$ cat src/rtl/div_nr_seq.sv
// Iterative non-restoring divider (signed/unsigned) with start/busy/done handshake.
// Optional abort input is enabled by defining DIV_ABORT_EN.
//
// state  | meaning
// -------+------------------------------------------------------------
// IDLE   | waiting for start; operands and signs latched on accept
// RUN    | one non-restoring step per cycle, WIDTH steps in total
// FIX    | remainder correction, sign application, result register
// DONE   | done pulse, results valid; returns to IDLE
module div_nr_seq #(
   parameter int WIDTH = 32,
   parameter int CNT_W = $clog2(WIDTH) + 1
) (
   input  logic             clock,
   input  logic             reset,
`ifdef DIV_ABORT_EN
   input  logic             abort,
`endif
   input  logic             start,
   input  logic             is_signed,
   input  logic [WIDTH-1:0] dividend,
   input  logic [WIDTH-1:0] divisor,
   output logic [WIDTH-1:0] q,
   output logic [WIDTH-1:0] r,
   output logic             busy,
   output logic             done,
   output logic             div_by_zero
);

   typedef enum logic [1:0] {
      S_IDLE = 2'd0,
      S_RUN  = 2'd1,
      S_FIX  = 2'd2,
      S_DONE = 2'd3
   } state_t;

   state_t           state;
   state_t           state_nxt;
   logic [CNT_W-1:0] cnt;
   logic [WIDTH:0]   rem;
   logic [WIDTH-1:0] quo;
   logic [WIDTH-1:0] dsr_mag;
   logic             sign_q;
   logic             sign_r;
   logic             zero_div;

   logic             abort_hit;
   logic             last_step;
   logic             divisor_zero;
   logic [WIDTH-1:0] dvd_mag;
   logic [WIDTH-1:0] dvs_mag;
   logic [WIDTH:0]   dsr_ext;
   logic [WIDTH:0]   rem_shift;
   logic [WIDTH:0]   rem_step;
   logic [WIDTH-1:0] rem_fix;
   logic [WIDTH-1:0] quo_out;
   logic [WIDTH-1:0] rem_out;

`ifdef DIV_ABORT_EN
   assign abort_hit = abort;
`else
   assign abort_hit = 1'b0;
`endif

   assign last_step    = (cnt == CNT_W'(WIDTH - 1));
   assign divisor_zero = (divisor == '0);

   // |MIN| still fits because the magnitude is treated as unsigned
   assign dvd_mag = (is_signed && dividend[WIDTH-1]) ? -dividend : dividend;
   assign dvs_mag = (is_signed && divisor[WIDTH-1])  ? -divisor  : divisor;

   assign dsr_ext   = {1'b0, dsr_mag};
   assign rem_shift = {rem[WIDTH-1:0], quo[WIDTH-1]};
   assign rem_step  = rem[WIDTH] ? (rem_shift + dsr_ext) : (rem_shift - dsr_ext);

   // corrected remainder is below the divisor, so the low WIDTH bits carry it all
   assign rem_fix = rem[WIDTH] ? (rem[WIDTH-1:0] + dsr_mag) : rem[WIDTH-1:0];
   assign quo_out = sign_q ? -quo : quo;
   assign rem_out = sign_r ? -rem_fix : rem_fix;

   always_ff @(posedge clock or posedge reset) begin
      if (reset) begin
         state <= S_IDLE;
      end else begin
         state <= state_nxt;
      end
   end

   always_comb begin
      state_nxt = state;
      case (state)
         S_IDLE: begin
            if (start) begin
               state_nxt = divisor_zero ? S_FIX : S_RUN;
            end
         end
         S_RUN: begin
            if (abort_hit) begin
               state_nxt = S_IDLE;
            end else if (last_step) begin
               state_nxt = S_FIX;
            end
         end
         S_FIX: begin
            state_nxt = abort_hit ? S_IDLE : S_DONE;
         end
         S_DONE: begin
            state_nxt = S_IDLE;
         end
         default: begin
            state_nxt = S_IDLE;
         end
      endcase
   end

   always_comb begin
      busy = 1'b0;
      done = 1'b0;
      case (state)
         S_RUN:   busy = 1'b1;
         S_FIX:   busy = 1'b1;
         S_DONE:  done = 1'b1;
         default: begin
            busy = 1'b0;
            done = 1'b0;
         end
      endcase
   end

   always_ff @(posedge clock or posedge reset) begin
      if (reset) begin
         cnt         <= '0;
         rem         <= '0;
         quo         <= '0;
         dsr_mag     <= '0;
         sign_q      <= 1'b0;
         sign_r      <= 1'b0;
         zero_div    <= 1'b0;
         q           <= '0;
         r           <= '0;
         div_by_zero <= 1'b0;
      end else begin
         case (state)
            S_IDLE: begin
               if (start) begin
                  cnt         <= '0;
                  dsr_mag     <= dvs_mag;
                  div_by_zero <= 1'b0;
                  // zero divisor preloads all-ones / raw dividend so FIX passes them straight through
                  if (divisor_zero) begin
                     quo      <= '1;
                     rem      <= {1'b0, dividend};
                     sign_q   <= 1'b0;
                     sign_r   <= 1'b0;
                     zero_div <= 1'b1;
                  end else begin
                     quo      <= dvd_mag;
                     rem      <= '0;
                     sign_q   <= is_signed & (dividend[WIDTH-1] ^ divisor[WIDTH-1]);
                     sign_r   <= is_signed & dividend[WIDTH-1];
                     zero_div <= 1'b0;
                  end
               end
            end
            S_RUN: begin
               rem <= rem_step;
               quo <= {quo[WIDTH-2:0], ~rem_step[WIDTH]};
               cnt <= cnt + 1'b1;
            end
            S_FIX: begin
               if (!abort_hit) begin
                  q           <= quo_out;
                  r           <= rem_out;
                  div_by_zero <= zero_div;
               end
            end
            default: begin
            end
         endcase
      end
   end

endmodule
$ cat config.mk
export PLATFORM = sky130hd
export DESIGN_NAME = div_nr_seq
export DESIGN_NICKNAME = d
export VERILOG_FILES = /design/src/rtl/div_nr_seq.sv
export SDC_FILE = /design/constraint.sdc
export NUM_CORES = 1
export LEC_CHECK = 0
export BUFFER_PORTS_ARGS = -buffer_cell sky130_fd_sc_hd__buf_2
export CORE_MARGIN = 5
export CORE_UTILIZATION = 61
export CTS_CLUSTER_DIAMETER = 200
export DETAILED_ROUTE_END_ITERATION = 7
export PLACE_DENSITY_LB_ADDON = 0.15
export SYNTH_ARGS = -nofsm -noshare
export SYNTH_HDL_FRONTEND = slang
export SYNTH_SLANG_ARGS = --single-unit
$ cat constraint.sdc
create_clock -name clock -period 7.1 [get_ports clock]
set_input_delay 0.71 -clock clock [delete_from_list [all_inputs] [get_ports clock]]
set_output_delay 0.71 -clock clock [all_outputs]
set_load 0.01 [all_outputs]
======== After elaboration in Yosys (flattened, before gate mapping) ========
Cells that the tools add are included.
storage, ports and cells
  input port bits ......................... 68
  logic and storage cells ................. 65
  output and inout port bits .............. 67
  flip-flop bits (word level) ............. 173
cells by class
  reductions and logical operators ........ 11
  add/sub/neg operators ................... 8
  bitwise gates (word level) .............. 4
  eq/ne operators ......................... 6
  multiplexer cells ....................... 25
operator list
  operator                                              number
  two-way mux 32 bit                                    8
  negation 32 bit                                       4
  two-way mux 33 bit                                    2
  one-hot mux 33 bit (2 select lines)                   1
  one-hot mux 32 bit (2 select lines)                   1
  adder 33 x 32 -> 33 bit                               1
  subtractor 33 x 32 -> 33 bit                          1
  adder 32 bit                                          1
  logical NOT 32 bit                                    1
  one-hot mux 6 bit (2 select lines)                    1
  one-hot mux 2 bit (4 select lines)                    1
  AND reduction 2 bit                                   4
  adder 6 x 1 -> 6 bit (second input constant)          1
  equality test 6 x 5 -> 1 bit (second input constant)  1
  two-way mux 1 bit                                     6
  two-way mux 2 bit                                     3
  two-way mux 6 bit                                     1
  equality test 2 bit (second input constant)           2
  inequality test 2 bit (second input constant)         2
  nonzero test 2 bit                                    2
  AND 1 bit                                             2
  equality test 2 x 1 -> 1 bit (second input constant)  1
  logical AND 1 bit                                     2
  logical NOT 2 bit                                     1
  4 further kinds                                       4

======== Logic depth before layout (Yosys ltp) ========
Gate-level depths: netlist (run 1).
  depth after elaboration ................. 5
  gate-level depth with buffers ........... 22
  depth with buffers taken out ............ 20

======== Worst setup path after synthesis (run 1) ========
OpenSTA, ideal clock, no wires.
  path type ............................... register to register
  from .................................... register rem[32]
  to ...................................... register rem[30]
  slack ................................... 1.651 ns
  period minus slack after synthesis ...... 5.449 ns
  library setup time ...................... 0.137 ns
  stages on the path, launching flop included .. 23
  arrival ................................. 5.312 ns
  cell sequence ........................... dfrtp_1 -> buf_2 -> clkbuf_1 -> buf_2 -> buf_1 -> buf_1 -> clkbuf_1 -> clkbuf_1 -> buf_1 -> nor2_1 -> xor2_1 -> ha_1 -> a21o_1 -> a21oi_1 -> o21ai_0 -> a31o_2 -> a2111oi_0 -> o21ai_0 -> a21oi_1 -> nor3_1 -> or3_1 -> a32oi_1 -> a21oi_1
between the ends
  cells in the longest elaborated chain, start to end .. 2
ends and longest elaborated chain
  item                                 line  RTL
  from (decl)                          40    logic [WIDTH:0] rem;
  from (signal assigned)               152   rem <= {1'b0, dividend};
  from (signal assigned)               166   rem <= rem_step;
  two-way mux 33 bit                   74    assign rem_step = rem[WIDTH] ? (rem_shift + dsr_ext) : (rem_shift - dsr_ext);
  one-hot mux 33 bit (2 select lines)  143   case (state)
Every way passes these cells.
A chain may end at the register's enable or synchronous reset.

======== Final worst setup path (run 1) ========
  from .................................... register rem[32]
  to ...................................... register rem[31]
The elaborated chain is that of the path after synthesis.

==> results.ini, run 1 <==
[status]
status = complete, no violations

[finish]
diodes = 0
fin_nets = 1970
fin_area_sq_um = 15600
stdcell_count = 2153
drive_gt1_frac = 0.128
syn2layout_area_growth_pct = 9.76

[routing]
drt_iter0_drc = 1521
wire_per_inst_um = 19.9
vias = 13700
drcViolationCount = 0
postRouteAntennaNets = 0
wl_mm = 42.9
routed_via_density = 6.38
dr.pass1.iters = 5

[worst_setup_path]
crit_chain = inv_1, nand2_1, xnor2_1, ha_1, a2111o_1, a21oi_1, o311a_1, o31ai_1, a21o_1, a221oi_1, o21ai_0, a21boi_0, nand4_1, a221oi_1
path_common_cell = a221oi_1
endpoint_kind = flop
crit_arrival_ps = 5230
cp.required_ps = 7440
crit_type = reg -> reg
path_max_fanout = 30
cp-start-kind = flop
cpMaxStageDelayCell = inv_1
cpPeakStageDelay_ps = 780

[logic_synthesis]
synth_commonest_cells = 188 x nand2_1, 173 x dfrtp_1, 162 x nor2_1, 156 x a21oi_1, 144 x o21ai_0
synth.most_common_cell = nand2_1
synthTopCellsByArea = dfrtp_1 31%, xor2_1 7.3%, ha_1 6.4%, a21oi_1 5.5%, o21ai_0 5.1%
synth_nets = 1904
ys_async_sr_fraction = 1.00
avgSynthCellArea_sq_um = 8.05
synth_cell_type_count = 83
yosys_register_bits = 173
synth_top_cell_area_share = 0.305
syn-cell-area_sq_um = 14200
synth_edf_count = 0
dominantRegCellSynth = dfrtp_1
syn_inst = 1761
yosysTopAreaCell = dfrtp_1
synth-seq-area-share = 0.305
synth_warnings = 0

[cts]
clk_pin_slew_ps = 80
cts_buffer_depth = 2
post_cts_buffers = 0
cts_tree = done
root_buffer = clkbuf_16
htree_levels = 4
clk_latency_ps = 450
cts_resized = 0
numCtsBuffers = 17
cts_sinks = 173
cts_hold_buf = 0

[power_and_ir_drop]
peakVddDrop_mv = 0.304
leakage_nw = 6.61
finalPower_w = 0.00927
power_frac_comb = 0.665
p_clk_frac = 0.104
cellPowerDensity_nw_per_um2 = 596
p_int_w = 0.00439
p_seq_frac = 0.231
power_switching_w = 0.00488
switching_share = 0.527

[global_route]
use_met2 = 0.506
grt_util_all_layers = 0.320
top_usage_layer = met2
grt_pass1_wl_mm = 68.1
antenna_found_initial = 0
overflow = 0
grt_max_degree = 97
use_met1 = 0.451
grt_pass1_vias = 12800
grt.met3_usage = 0.0557

[die]
num_rows = 55
die_y_um = 162
coreArea_sq_um = 22800
start_util = 0.622
design.die.area_sq_um = 26400
dieWidth_um = 162
ioPinCount = 135

[flow_run]
maxCapViolCount = 0

[timing]
setup_violations = 0
finClkSkew_ps = 17.9
rsz0062_at_grt = no
fin_tns_setup_ps = 0
finalCriticalPeriod_ps = 4890
worst_pin_slew_ps = 1030
max_slew_margin = 0.313
maxSlewViolCount = 0
period_share = 0.689
clock.fmax_mhz = 205
hold_viol = 0

[place]
placed_cells = 2121
io_buffers = 134
hpwlAfterDp_mm = 32.0
gp_congestion = 1.03
placed_area_sq_um = 15000

[worst_hold_path]
hold_class = in -> async

## stage by stage
step	hold slack, ps	util	worst slack, ps
4_1_cts	488	0.683	2320
5_1_grt	519	0.683	1760
6_report	431	0.683	2210
3_5_place_dp	484	0.657	2380
2_1_floorplan	450	-	1650
3_3_place_gp	468	0.657	2480
## power groups by stage
stage	Sequential, W	Combinational, W	Clock (W)
floorplan	0.00194	0.00462	0
finish	0.00214	0.00616	0.000967
global placement	0.00211	0.00594	0
CTS	0.00211	0.00606	0.000976
global route	0.00219	0.00681	0.00101
detailed placement	0.00213	0.00602	0
## worst max-delay path: cells and delay by family, from the launching register on
family	cells	cell delay, ps
AOI/OAI and AO/OA	9	2610
buffers and inverters	1	780
DFF	1	560
adders and majority gates	1	340
and+or+nand+nor	2	300
xor gates and xnor gates	1	180
## cells by family after synthesis
group | Yosys count | synth area share
buf+inv | 141 | 0.0390
simple gates | 588 | 0.194
mux | 40 | 0.0307
fa+ha+maj | 75 | 0.0673
flops | 173 | 0.305
compound gates | 556 | 0.247
xor+xnor | 188 | 0.116
## per-layer routing
layer	vias up	part of all wire
met2	640	0.45
met3	83	0.088
met5	-	0
met1	6488	0.44
li1	6532	-
met4	0	0.028
## cell usage in the layout, fill, tap and decap left out, types with 15 or more instances in the layout
master,instances
ha_1,72
a31oi_1,38
o41ai_1,16
nand2_1,187
o21ai_0,144
buf_2,134
clkbuf_16,17
a21o_1,35
a21oi_1,156
or3_1,19
dfrtp_1,172
nand3_1,55
mux2i_1,15
o211ai_1,21
nor4_1,15
nor3_1,41
xnor2_1,70
nor2_1,162
o31ai_1,34
inv_1,42
nand2b_1,17
mux2_2,24
xor2_1,118
## cell type report
class                           count  area, sq um
Clock buffer                       17          425
Inverter                           44          170
Clock inverter                     15          171
Tap cell                          313          392
Multi-Input combinational cell   1447         9330
Timing Repair Buffer              144          746
Fill cell                        1913         7220
Sequential cell                   173         4330
## registers in the layout, summed over array words and instances, names as in the netlist, 2 cells and up
| signal | cells |
|---|---|
| quo | 32 |
| r | 32 |
| dsr_mag | 32 |
| rem | 33 |
| cnt | 6 |
| state | 2 |
| q | 32 |
## path summary, 6_finish.rpt
check	from	endpoint	slack, ps	depth (start not counted)
worst max-delay path	rem[32]$_DFFE_PP0P_	rem[31]$_DFFE_PP0P_	2210	14
worst min register to register	zero_div$_DFFE_PP0P_	zero_div$_DFFE_PP0P_	500	2
max in group asynchronous	reset	dsr_mag[24]$_DFFE_PP0P_	5020	3
min in group clock	zero_div$_DFFE_PP0P_	zero_div$_DFFE_PP0P_	500	2
worst max register to register	rem[32]$_DFFE_PP0P_	rem[31]$_DFFE_PP0P_	2210	14
worst min-delay path	reset	q[30]$_DFFE_PP0P_	430	2
(Power assumes the default switching activity.)
==> run 2: changes to the inputs <==
==> constraint.sdc (replaced) <==
create_clock -name clock -period 4.7 [get_ports clock]
set_input_delay 0.47 -clock clock [delete_from_list [all_inputs] [get_ports clock]]
set_output_delay 0.47 -clock clock [all_outputs]
set_load 0.01 [all_outputs]
==> results.ini, run 2 (synthesized netlist as in run 1, its figures left out) <==
[timing]
worst_pin_slew_ps = 1250  ; was 1030 ps
maxSlewViolCount = 0  ; unchanged
finClkSkew_ps = 14.8  ; was 17.9 ps
max_slew_margin = 0.169  ; was 0.313
period_share = 0.952  ; was 0.689
setup_violations = 0  ; unchanged
hold_viol = 0  ; unchanged
fin_tns_setup_ps = 0  ; unchanged
clock.fmax_mhz = 223  ; was 205 MHz
finalCriticalPeriod_ps = 4470  ; was 4890 ps

[finish]
largest_reg_flops = 33  ; unchanged
syn2layout_area_growth_pct = 11.7  ; was 9.76%
stdcell_count = 2181  ; was 2,153
fin_nets = 1997  ; was 1,970
final_cell_mix = 187 x nand2_1, 171 x dfrtp_1, 162 x nor2_1  ; was 187 x nand2_1, 172 x dfrtp_1, 162 x nor2_1
drive_gt1_frac = 0.146  ; was 0.128
top_register = rem  ; unchanged
final_common_cell = nand2_1  ; unchanged

[worst_setup_path]
crit_type = reg -> reg  ; unchanged
endpoint_kind = flop  ; unchanged
cp.required_ps = 5030  ; was 7440 ps
crit_arrival_ps = 4800  ; was 5230 ps
path_max_fanout = 7  ; was 30
cp-start-kind = flop  ; unchanged

[routing]
routed_via_density = 6.30  ; was 6.38
vias = 13700  ; about the same
postRouteAntennaNets = 0  ; unchanged
drcViolationCount = 0  ; unchanged
dr.pass1.iters = 6  ; was 5
drt_iter0_drc = 1368  ; was 1,521
wire_per_inst_um = 19.8  ; was 19.9 um
wl_mm = 43.3  ; was 42.9 mm

[status]
status = complete, no violations  ; unchanged

[global_route]
grt_pass1_vias = 12700  ; was 12,800
grt_util_all_layers = 0.326  ; was 0.320
overflow = 0  ; unchanged
grt_max_degree = 174  ; was 97
grt_pass1_wl_mm = 69.1  ; was 68.1 mm
antenna_found_initial = 1  ; was 0

[die]
ioPinCount = 135  ; unchanged
design.die.area_sq_um = 26400  ; unchanged
die_y_um = 162  ; unchanged
start_util = 0.622  ; unchanged
coreArea_sq_um = 22800  ; unchanged
num_rows = 55  ; unchanged
dieWidth_um = 162  ; unchanged

[cts]
numCtsBuffers = 17  ; unchanged
cts_tree = done  ; unchanged
clk_latency_ps = 440  ; was 450 ps
cts_buffer_depth = 2  ; unchanged
clk_pin_slew_ps = 70  ; was 80 ps
htree_levels = 4  ; unchanged
cts_sinks = 173  ; unchanged
root_buffer = clkbuf_16  ; unchanged

[power_and_ir_drop]
cellPowerDensity_nw_per_um2 = 906  ; was 596 nW/um^2
peakVddDrop_mv = 0.383  ; was 0.304 mV
leakage_nw = 6.77  ; was 6.61 nW

[place]
io_buffers = 134  ; unchanged
placed_cells = 2148  ; was 2,121
hpwlAfterDp_mm = 33.1  ; was 32.0 mm
gp_congestion = 1.06  ; was 1.03

[flow_run]
maxCapViolCount = 0  ; unchanged

[worst_hold_path]
hold_class = in -> async  ; unchanged

==> run 2: changes by cell type in the layout (fill, tap and decap cells not counted), moves of 2 or more <==
cell / previous run / this run
a21oi_1: 156 / 154
buf_4: 10 / 36
bufinv_16: 0 / 2
clkinv_8: 4 / 0
inv_8: 3 / 1
nor3_1: 41 / 38
nor3_2: 1 / 4
o21ai_0: 144 / 142
o21ai_1: 3 / 5
o31ai_1: 34 / 32
o31ai_2: 0 / 2
==> run 2: worst max-delay path, stage by stage, from the launching register on <==
cell      delay (ps)
dfrtp_1          430
ha_1             240
fa_1             430
a211o_1          370
a21oi_4          240
or4_1            150
nand3_1          160
a311oi_2         330
nand2_2          140
or4_4            560
or4_4            580
o41ai_2          370
xnor2_1          100
mux2_4           260
==> run 2: cell type report <==
cell class	instances	area, sq um
Clock buffer	19	443
Antenna cell	1	2.50
Clock inverter	13	150
Sequential cell	173	4330
Multi-Input combinational cell	1447	9390
Tap cell	313	392
Timing Repair Buffer	171	961
Fill cell	1916	6940
Inverter	44	169
==> run 2: timing repair <==
action	4_1_cts	5_1_grt
setup endpoints to repair	0	15
buffers inserted	0	0
resized for setup	0	13
hold buffers	0	0
==> run 2: worst paths after layout <==
kind | slack, ps | to | cells past startpoint | from
max in group asynchronous | 3670 | dsr_mag[19]$_DFFE_PP0P_ | 3 | reset
min | 270 | q[5]$_DFFE_PP0P_ | 3 | reset
min in group clock | 340 | dsr_mag[8]$_DFFE_PP0P_ | 3 | divisor[8]
max | 230 | r[27]$_DFFE_PP0P_ | 13 | dsr_mag[0]$_DFFE_PP0P_
max reg2reg | 230 | r[27]$_DFFE_PP0P_ | 13 | dsr_mag[0]$_DFFE_PP0P_
min reg2reg | 500 | r[5]$_DFFE_PP0P_ | 1 | r[5]$_DFFE_PP0P_
==> run 2: stage by stage <==
step                hold WS, ps  cell area (sq um)  total power (W)   util  setup slack, ps
floorplan                   450              14200          0.00994      -            -37.2
global placement            469              15200           0.0124  0.667              254
detailed placement          489              15200           0.0126  0.667              185
CTS                         326              15800           0.0141  0.693              159
global route                346              15800           0.0155  0.695            -41.1
finish                      267              15800           0.0143  0.695              225
==> run 2: layer usage <==
metal / GRT usage / part of all wire
met1: 0.487 / 0.45
met2: 0.487 / 0.43
met3: 0.0544 / 0.092
met4: 0.0930 / 0.026
met5: 0 / 0
==> run 2: where the power goes <==
group | leakage [nW] | total, W | internal (W) | switching, W
clock | 0.291 | 0.00147 | 0.000810 | 0.000661
combinational | 4.42 | 0.00972 | 0.00393 | 0.00580
sequential | 2.06 | 0.00315 | 0.00221 | 0.000940
total | 6.77 | 0.0143 | 0.00695 | 0.00740
==> run 3: changes to the inputs <==
--- a/config.mk
+++ b/config.mk
@@ -7,10 +7,12 @@
 export LEC_CHECK = 0
 export BUFFER_PORTS_ARGS = -buffer_cell sky130_fd_sc_hd__buf_2
 export CORE_MARGIN = 5
-export CORE_UTILIZATION = 61
+export CORE_UTILIZATION = 63
+export CTS_BUF_LIST = sky130_fd_sc_hd__clkbuf_4 sky130_fd_sc_hd__clkbuf_8
 export CTS_CLUSTER_DIAMETER = 200
 export DETAILED_ROUTE_END_ITERATION = 7
 export PLACE_DENSITY_LB_ADDON = 0.15
+export SKIP_CTS_REPAIR_TIMING = 1
 export SYNTH_ARGS = -nofsm -noshare
 export SYNTH_HDL_FRONTEND = slang
 export SYNTH_SLANG_ARGS = --single-unit
==> results.ini, run 3 (synthesized netlist as in run 1, its figures left out) <==
[status]
status = complete, no violations  ; unchanged

[finish]
largest_reg_flops = 33  ; unchanged
diodes = 0  ; was 1
syn2layout_area_growth_pct = 10.1  ; was 11.7%
seq_area_sq_um = 4330  ; about the same
stdcell_count = 2148  ; was 2,181
drive_gt1_frac = 0.143  ; was 0.146
final_cell_mix = 187 x nand2_1, 172 x dfrtp_1, 162 x nor2_1  ; was 187 x nand2_1, 171 x dfrtp_1, 162 x nor2_1
nFillCells = 1822  ; was 1,916
top_register = rem  ; unchanged
multi_input_area_sq_um = 9360  ; was 9390 sq um
final_common_cell = nand2_1  ; unchanged
fin_nets = 1998  ; was 1,997

[worst_hold_path]
hold_class = in -> reg  ; was in -> async

[timing]
finClkSkew_ps = 18.2  ; was 14.8 ps
maxSlewViolCount = 0  ; unchanged
setup_slack_ps = 115  ; was 225 ps
hold_viol = 0  ; unchanged
rsz0062_at_grt = yes
period_share = 0.976  ; was 0.952
worst_pin_slew_ps = 1020  ; was 1250 ps
setup_violations = 0  ; unchanged
max_slew_margin = 0.322  ; was 0.169
clock.fmax_mhz = 218  ; was 223 MHz
finalCriticalPeriod_ps = 4580  ; was 4470 ps

[routing]
dr.pass1.iters = 8  ; was 6
routed_via_density = 6.50  ; was 6.30
wire_per_inst_um = 20.1  ; was 19.8 um
postRouteAntennaNets = 0  ; unchanged
vias = 14000  ; was 13,700
drt_iter0_drc = 1480  ; was 1,368
drcViolationCount = 0  ; unchanged
wl_mm = 43.3  ; about the same

[global_route]
antenna_found_initial = 0  ; was 1
overflow = 0  ; unchanged
grt_pass1_vias = 12700  ; about the same
grt_util_all_layers = 0.330  ; was 0.326
grt_max_degree = 99  ; was 174
grt_pass1_wl_mm = 69.0  ; was 69.1 mm

[worst_setup_path]
crit_type = reg -> reg  ; unchanged
endpoint_kind = flop  ; unchanged
cp.required_ps = 5060  ; was 5030 ps
path_max_fanout = 7  ; unchanged
cp-start-kind = flop  ; unchanged
crit_arrival_ps = 4950  ; was 4800 ps

[power_and_ir_drop]
peakVddDrop_mv = 0.384  ; was 0.383 mV
p_int_w = 0.00662  ; was 0.00695 W
power_switching_w = 0.00737  ; was 0.00740 W
p_seq_frac = 0.226  ; was 0.220
switching_share = 0.527  ; was 0.516
cellPowerDensity_nw_per_um2 = 897  ; was 906 nW/um^2
power_frac_comb = 0.694  ; was 0.678
finalPower_w = 0.0140  ; was 0.0143 W
leakage_nw = 6.68  ; was 6.77 nW
p_clk_frac = 0.081  ; was 0.103

[die]
design.die.area_sq_um = 25600  ; was 26,400 sq um
start_util = 0.646  ; was 0.622
dieWidth_um = 160  ; was 162 um
num_rows = 54  ; was 55
die_y_um = 160  ; was 162 um
coreArea_sq_um = 22000  ; was 22,800 sq um
ioPinCount = 135  ; unchanged

[cts]
clk_latency_ps = 470  ; was 440 ps
root_buffer = clkbuf_8  ; was clkbuf_16
numCtsBuffers = 17  ; unchanged
cts_tree = done  ; unchanged
htree_levels = 4  ; unchanged
cts_sinks = 173  ; unchanged
cts_buffer_depth = 2  ; unchanged
clk_pin_slew_ps = 100  ; was 70 ps

[place]
pre_cts_ws_ps = 81.0  ; was 185 ps
hpwlAfterDp_mm = 33.1  ; about the same
gp_congestion = 1.02  ; was 1.06
io_buffers = 134  ; unchanged
placed_cells = 2112  ; was 2,148

[flow_run]
maxCapViolCount = 0  ; unchanged

[run 3: changes by cell type in the layout (fill, tap and decap cells not counted), sizes merged]
cell	before	now
dlygate4sd3	0	1
diode	1	0
[run 3: final timing paths]
| kind | start | end | slack [ps] | cells after the start |
|---|---|---|---|---|
| setup / recovery | rem[0]$_DFFE_PP0P_ | r[27]$_DFFE_PP0P_ | 120 | 13 |
| hold / removal | divisor[8] | dsr_mag[8]$_DFFE_PP0P_ | 290 | 3 |
| setup reg to reg | rem[0]$_DFFE_PP0P_ | r[27]$_DFFE_PP0P_ | 120 | 13 |
| hold reg to reg | r[3]$_DFFE_PP0P_ | r[3]$_DFFE_PP0P_ | 510 | 1 |
| max in group asynchronous | reset | rem[8]$_DFFE_PP0P_ | 3110 | 4 |
| min in group asynchronous | reset | q[3]$_DFFE_PP0P_ | 520 | 3 |
[run 3: routing by layer]
layer	part of all wire	routed length [um]	track usage
met1	0.45	19400	0.495
met2	0.43	18700	0.489
met3	0.093	4030	0.0631
met4	0.027	1150	0.0939
met5	0	0	0
[run 3: per-stage QoR]
step | instance area (sq um) | TNS [ps] | hold slack [ps] | utilization
floorplan | 14200 | -37.2 | 450 | -
global placement | 15100 | 0 | 464 | 0.689
detailed placement | 15100 | 0 | 463 | 0.689
CTS | 15500 | 0 | -46.8 | 0.708
global route | 15600 | -22.2 | 283 | 0.711
finish | 15600 | 0 | 292 | 0.711
[run 3: cell type report]
type | count | area share
timing repair buffer | 172 | 0.0630
clock inverter | 13 | 0.00978
multi-input combinational | 1447 | 0.600
tap | 280 | 0.0225
clock buffer | 19 | 0.0164
inverter | 44 | 0.0108
sequential | 173 | 0.278
[run 3: worst max-delay path, cell delays in order, from the launching register on]
cell and delay, ps:
dfrtp_1 450, ha_1 260, fa_1 440, a211o_1 360, a21oi_4 260, or4_1 150, nand3_1 170, a311oi_2 340
nand2_2 160, or4_4 560, or4_4 580, o41ai_2 370, xnor2_1 110, mux2_4 260
[run 3: power groups by stage]
stage	clock (W)	sequential, W	combinational, W
global placement	0	0.00311	0.00921
floorplan	0	0.00293	0.00701
finish	0.00113	0.00316	0.00971
CTS	0.00114	0.00312	0.00946
global route	0.00120	0.00326	0.0107
detailed placement	0	0.00315	0.00939
